**config.mk**
```make
export PLATFORM = sky130hd
export DESIGN_NAME = chan_invert_ctrl
export DESIGN_NICKNAME = d
export VERILOG_FILES = /design/src/rtl/chan_invert_ctrl.sv
export SDC_FILE = /design/constraint.sdc
export NUM_CORES = 1
export LEC_CHECK = 0
export BUFFER_PORTS_ARGS = -buffer_cell sky130_fd_sc_hd__buf_2
export CELL_PAD_IN_SITES_DETAIL_PLACEMENT = 0
export CELL_PAD_IN_SITES_GLOBAL_PLACEMENT = 2
export CORE_ASPECT_RATIO = 0.5
export CORE_MARGIN = 2
export CORE_UTILIZATION = 38
export DETAILED_ROUTE_END_ITERATION = 16
export GPL_ROUTABILITY_DRIVEN = 0
export GPL_TIMING_DRIVEN = 0
export PLACE_DENSITY_LB_ADDON = 0.15
export SLEW_MARGIN = 20
export SYNTH_ARGS = -nofsm -noshare
export SYNTH_HDL_FRONTEND = slang
export SYNTH_SLANG_ARGS = --single-unit
```
**constraint.sdc**
```tcl
create_clock -name clk -period 3.1 [get_ports clk]
set_input_delay 0.31 -clock clk [delete_from_list [all_inputs] [get_ports clk]]
set_output_delay 0.31 -clock clk [all_outputs]
set_load 0.01 [all_outputs]
```
**src/rtl/chan_invert_ctrl.sv**
```systemverilog
// chan_invert_ctrl: registered, parametrised channel conditioner.
// Each channel is synchronised, then either passed straight through (mask bit
// clear) or shaped by the runtime mode: pass, invert, blink against a
// prescaled phase, or toggle on every rising input edge.
module chan_invert_ctrl #(
  parameter int                WIDTH       = 8,
  parameter int                SYNC_STAGES = 2,
  parameter int                DIV_W       = 8,
  parameter logic [DIV_W-1:0]  DIV_RESET   = 8'hFF,
  parameter logic [WIDTH-1:0]  MASK_RESET  = 8'h0F
) (
  input  logic             clk,
  input  logic             rst,
  input  logic             ena,
  input  logic             cfg_we,
  input  logic [1:0]       cfg_mode,
  input  logic [WIDTH-1:0] cfg_mask,
  input  logic [DIV_W-1:0] cfg_div,
  input  logic [WIDTH-1:0] din,
  output logic [WIDTH-1:0] dout,
  output logic             tick
);

  localparam logic [1:0] MODE_PASS   = 2'd0;
  localparam logic [1:0] MODE_INV    = 2'd1;
  localparam logic [1:0] MODE_BLINK  = 2'd2;
  localparam logic [1:0] MODE_TOGGLE = 2'd3;

  logic [WIDTH-1:0] s;
  logic [WIDTH-1:0] prev;
  logic [WIDTH-1:0] t;
  logic [WIDTH-1:0] t_next;
  logic [WIDTH-1:0] rise;
  logic [WIDTH-1:0] mode_out;
  logic [WIDTH-1:0] dout_next;
  logic [DIV_W-1:0] cnt;
  logic             phase;
  logic [1:0]       mode_r;
  logic [WIDTH-1:0] mask_r;
  logic [DIV_W-1:0] div_r;

  generate
    if (SYNC_STAGES == 0) begin : g_no_sync
      assign s = din;
    end else begin : g_sync
      logic [WIDTH-1:0] sync_q [SYNC_STAGES];

      // Synchroniser chain shifts every cycle, independent of ena, so the
      // conditioned view of din never goes stale while processing is frozen.
      always_ff @(posedge clk) begin
        if (rst) begin
          for (int i = 0; i < SYNC_STAGES; i++) sync_q[i] <= '0;
        end else begin
          sync_q[0] <= din;
          for (int i = 1; i < SYNC_STAGES; i++) sync_q[i] <= sync_q[i-1];
        end
      end

      assign s = sync_q[SYNC_STAGES-1];
    end
  endgenerate

  assign rise = s & ~prev;

  // Toggle state: a config write wipes it (and swallows any coincident edge);
  // otherwise masked channels flip on rising edges while in TOGGLE mode.
  always_comb begin
    t_next = t;
    if (cfg_we) begin
      t_next = '0;
    end else if (ena && (mode_r == MODE_TOGGLE)) begin
      t_next = t ^ (rise & mask_r);
    end
  end

  // Output selection under the current mode; unmasked channels bypass it.
  always_comb begin
    mode_out = s;
    case (mode_r)
      MODE_PASS:   mode_out = s;
      MODE_INV:    mode_out = ~s;
      MODE_BLINK:  mode_out = s ^ {WIDTH{phase}};
      MODE_TOGGLE: mode_out = t_next;
      default:     mode_out = s;
    endcase
    dout_next = (mode_out & mask_r) | (s & ~mask_r);
  end

  // Main state: config registers, prescaler, edge history and outputs.
  // Reset beats cfg_we, and cfg_we beats a coincident prescaler wrap.
  always_ff @(posedge clk) begin
    if (rst) begin
      dout   <= '0;
      tick   <= 1'b0;
      prev   <= '0;
      t      <= '0;
      cnt    <= '0;
      phase  <= 1'b0;
      mode_r <= MODE_INV;
      mask_r <= MASK_RESET;
      div_r  <= DIV_RESET;
    end else begin
      t <= t_next;
      if (ena) begin
        prev <= s;
        dout <= dout_next;
      end
      if (cfg_we) begin
        mode_r <= cfg_mode;
        mask_r <= cfg_mask;
        div_r  <= cfg_div;
        cnt    <= '0;
        phase  <= 1'b0;
        tick   <= 1'b0;
      end else if (ena) begin
        if (cnt == div_r) begin
          cnt   <= '0;
          phase <= ~phase;
          tick  <= 1'b1;
        end else begin
          cnt  <= cnt + 1'b1;
          tick <= 1'b0;
        end
      end else begin
        tick <= 1'b0;
      end
    end
  end

endmodule

```
==> results <==
- The flow ran to the end, and the final reports show no timing, DRC or antenna violations.
- The detailed-placement wirelength estimate is 5.46 mm.
- The number of pins with negative max-slew slack in the final report was 0.
- The portion of synthesized cell area occupied by the leading cell type is 0.468.
- Setup repair after global routing left no endpoint under its margin.
- For this run, the total global-route usage over all layers was measured as 0.207.
- The leakage power of the design is 1.38 nW.
- The worst flop-to-flop path endpoint is dout[7].
- The number of port buffers is 36.
- Compared with the post-synthesis result, the final layout area differs by 18.8%.
- The width of the die is roughly 130 um.
- The area used by multi-input combinational logic is roughly 0.0014 sq mm.
- The final clock skew is around 0.0045 ns.
- The number of antenna diodes is 0.
- Sorting the synthesized cells by area gives the leading types as sky130_fd_sc_hd__dfxtp_1 47%, sky130_fd_sc_hd__a211o_1 6.0%, sky130_fd_sc_hd__nor2b_1 6.0%.
- The number of setup violations in the final report is 0.
- In this run the register-to-register setup slack is 1.03 ns.
- The worst setup path is captured at a flop.
- The portion of the clock cycle consumed by the worst path in the final layout is 0.669.
- For this run, the number of Yosys warnings is 0.
- VDD sags by at most approximately 0.30 mV.
- The library cell contributing the largest single delay on the critical path is sky130_fd_sc_hd__nor3b_2.
- The total area inside the core boundary comes to between 0.007 and 0.008 sq mm.
- The layout net count is just under 400.
- Of the post-synthesis cell area, the part taken by muxes is 0.0481.
- The number of cells on the worst hold path is 2.
- The critical path is of the reg2reg type.
- In this run the worst hold path is classified as in2reg.
- The tool flagged a number of max-cap violations equal to 0.
- The clock passes through at most 2 buffers.
- After detailed routing, the total wire length is 7.89 mm.
- The global-route wire length before repair is roughly 13 mm.
- The post-detailed-route count of antenna-violating nets is 0.
- The number of global-route vias before repair was between 2,000 and 2,500.
- The worst endpoint data arrival time is between 2 and 2.5 ns.
- The filler cells instantiated in the layout total approximately 740.
- The cell accounting for the most synthesized area is sky130_fd_sc_hd__dfxtp_1.
- The combined area of all synthesized cells is approximately 0.0029 sq mm.
- Measured along the y axis, the die boundary spans 65.9 um.
- The top-level port count is 39.
- When the netlist entered floorplanning its net count stood at about 350.
- At the pin with the least slew margin, the transition time is approximately 0.92 ns.
- Of the total synthesized cell area, the portion taken by full adders, half adders and majority gates is 0.00430.
- The longest individual stage delay on the worst path is approximately 0.66 ns.
- For hold timing, the worst endpoint is div_r[4].
- After synthesis, the largest family of logic cells by area is compound AO/OA/AOI/OAI gates.
- The master cell of the clock root buffer is sky130_fd_sc_hd__clkbuf_16.
- The iteration count of the initial detailed-routing pass is 4.
- The maximum fanout along the worst path is 10.
- The required time of the worst setup path is ~3.4 ns.
- Counting tap cells, the placed design contains a total of about 450 instances.
- Headroom to the max-slew limit came out at 0.386.
- The total clock sinks is between 60 and 70.
- The simple-gate share of the synthesized area is 0.164.
- After detailed routing, the number of remaining DRC violations is 0.
- Dividing the detail-routed wire length by the instance count gives between 15 and 20 um.
- The number of instances in the synthesized netlist is ~320.
- Of the synthesized area, sequential elements account for 0.468.
- The starting density of the core is 0.395.
- The later pin in the worst-skew pair is clocked with a latency of 0.33 ns.
- The worst hold path begins at cfg_div[4].
- The time the worst path needs with I/O delays and setup is between 2 and 2.5 ns.
- The launch point of the worst reg-to-reg path is mode_r[0].
- The number of synthesized register bits is 68.
- The distinct cell type count after synthesis is 30.
- The clock-pin slew of the registers on the worst-case setup and hold paths is 0.05 ns.
- The H-tree was split into 3 levels.
- The number of buffers inserted by post-CTS setup repair is 0.
- STA classifies the critical path startpoint as a flop.
- The CTS tree is built.
- In the final layout, the share of cells above drive strength 1 is 0.162.
- The initial antenna violation count came to 0.
- For the worst flop-to-flop path, the logic depth is 5.
- Summed over all layers, the global routing overflow is 0.
- Of the total synthesized cell area, the portion taken by XOR and XNOR cells is 0.0692.
- In the layout the commonest cells are 68 x sky130_fd_sc_hd__dfxtp_1, 43 x sky130_fd_sc_hd__buf_2, 32 x sky130_fd_sc_hd__nor2_1.
- The total via count after detailed routing is 2,423.
- The floorplan has 22 rows.
- The number of hold-repair buffers added at the cts stage is 0.
- The number of clock buffers added by TritonCTS is 9.
- The complex-gate fraction of the synthesized area was 0.206.
- For this run, the number of standard cells in the final layout without fillers is 460.
- The leading cell type in the layout, fill and taps excluded is sky130_fd_sc_hd__dfxtp_1.
- The count of cells resized by post-cts repair is 0.
- The hold violation total from the final report is 0.
- Timing would allow up to a little under 500 MHz.
- Registers take about 0.0014 sq mm.
- After detailed routing, the number of vias per cell comes to roughly 5.3.
- The first routing iteration left 123 violations.
- The launching element of the worst setup path is mode_r[0].
- Dividing the synthesized area by the synthesized cell count gives 9.21 sq um.
- The die covers 0.00842 sq mm.
- The accumulated negative setup slack is 0 ns.
- The power density over the cells is 584 mW/mm^2.
- The pin count of the biggest net entering global routing is 11.
- Traced cell by cell, the critical path runs through buf_4 > clkinv_1 > nor3b_2 > o21ai_0 > a21oi_1.
-- layer usage --
layer	global-route usage	wire length, um	vias up
met4	0.0852	131	0
met2	0.334	3570	54
met1	0.262	3740	1153
li1	-	-	1205
met3	0.0623	447	11
met5	0	0	-
-- area by class of cell --
cell class	instances	area share
tap	96	0.0347
buffer	19	0.0242
clock buffer	12	0.0713
timing repair buffer	36	0.0521
sequential	68	0.394
multi-input combinational	220	0.414
inverter	9	0.00977
-- stage by stage --
stage	hold WS [ns]	cell area [sq um]	power, mW	setup slack, ns	utilization
2_1_floorplan	0.414	2910	1.07	1.74	-
3_3_place_gp	0.419	3210	1.14	1.04	0.435
6_report	0.184	3460	2.02	1.03	0.469
5_1_grt	0.184	3460	2.10	0.862	0.469
3_5_place_dp	0.424	3210	1.15	1.03	0.435
4_1_cts	0.173	3460	2.04	0.997	0.469
-- synthesized netlist by cell type --
cell,instances
sky130_fd_sc_hd__a211o_1,20
sky130_fd_sc_hd__a211oi_1,8
sky130_fd_sc_hd__a21oi_1,26
sky130_fd_sc_hd__buf_1,1
sky130_fd_sc_hd__buf_2,7
sky130_fd_sc_hd__buf_4,1
sky130_fd_sc_hd__clkbuf_1,10
sky130_fd_sc_hd__clkinv_1,1
sky130_fd_sc_hd__dfxtp_1,68
sky130_fd_sc_hd__ha_1,1
sky130_fd_sc_hd__inv_1,8
sky130_fd_sc_hd__mux2i_1,14
sky130_fd_sc_hd__nand2_1,13
sky130_fd_sc_hd__nand3_1,1
sky130_fd_sc_hd__nand3_2,1
sky130_fd_sc_hd__nand4_1,4
sky130_fd_sc_hd__nor2_1,32
sky130_fd_sc_hd__nor2b_1,28
sky130_fd_sc_hd__nor3_1,1
sky130_fd_sc_hd__nor3b_2,1
sky130_fd_sc_hd__nor4_1,9
sky130_fd_sc_hd__o21a_1,8
sky130_fd_sc_hd__o21ai_0,17
sky130_fd_sc_hd__o31a_1,8
sky130_fd_sc_hd__o31ai_1,1
sky130_fd_sc_hd__o31ai_2,1
sky130_fd_sc_hd__or2_2,2
sky130_fd_sc_hd__or4_1,1
sky130_fd_sc_hd__xnor2_1,12
sky130_fd_sc_hd__xor2_1,11
-- cell families after synthesis --
group	Yosys count
AND/OR/NAND/NOR	93
AO/OA/AOI/OAI	89
flip-flops	68
buffers and inverters	28
XOR/XNOR	23
multiplexers	14
adder cells (fa/ha/maj)	1
-- report_power, final --
part	total, mW	internal [mW]	switching [mW]
sequential	0.944	0.913	0.0304
combinational	0.186	0.0806	0.105
clock	0.888	0.545	0.344
total	2.02	1.54	0.479
-- how the worst max path moves through the flow --
stage	depth (start not counted)	to
final	5	dout[7]
after global routing	5	dout[7]
after detailed placement	5	dout[7]
after floorplan	6	dout[4]
after CTS	5	dout[7]
after global placement	5	dout[7]
-- critical path, delay by kind of cell, from the launching register on --
family,cells,cell delay [ns]
compound gates,2,0.43
buf+inv,2,0.58
flops,1,0.32
simple gates,1,0.66
-- state kept, by name (all words and copies together) (netlist names) --
register	count
g_sync.sync_q	16
cnt	8
div_r	8
dout	8
mask_r	8
prev	8
t	8
mode_r	2
phase	1
tick	1
Power figures use the tool's default switching activity.
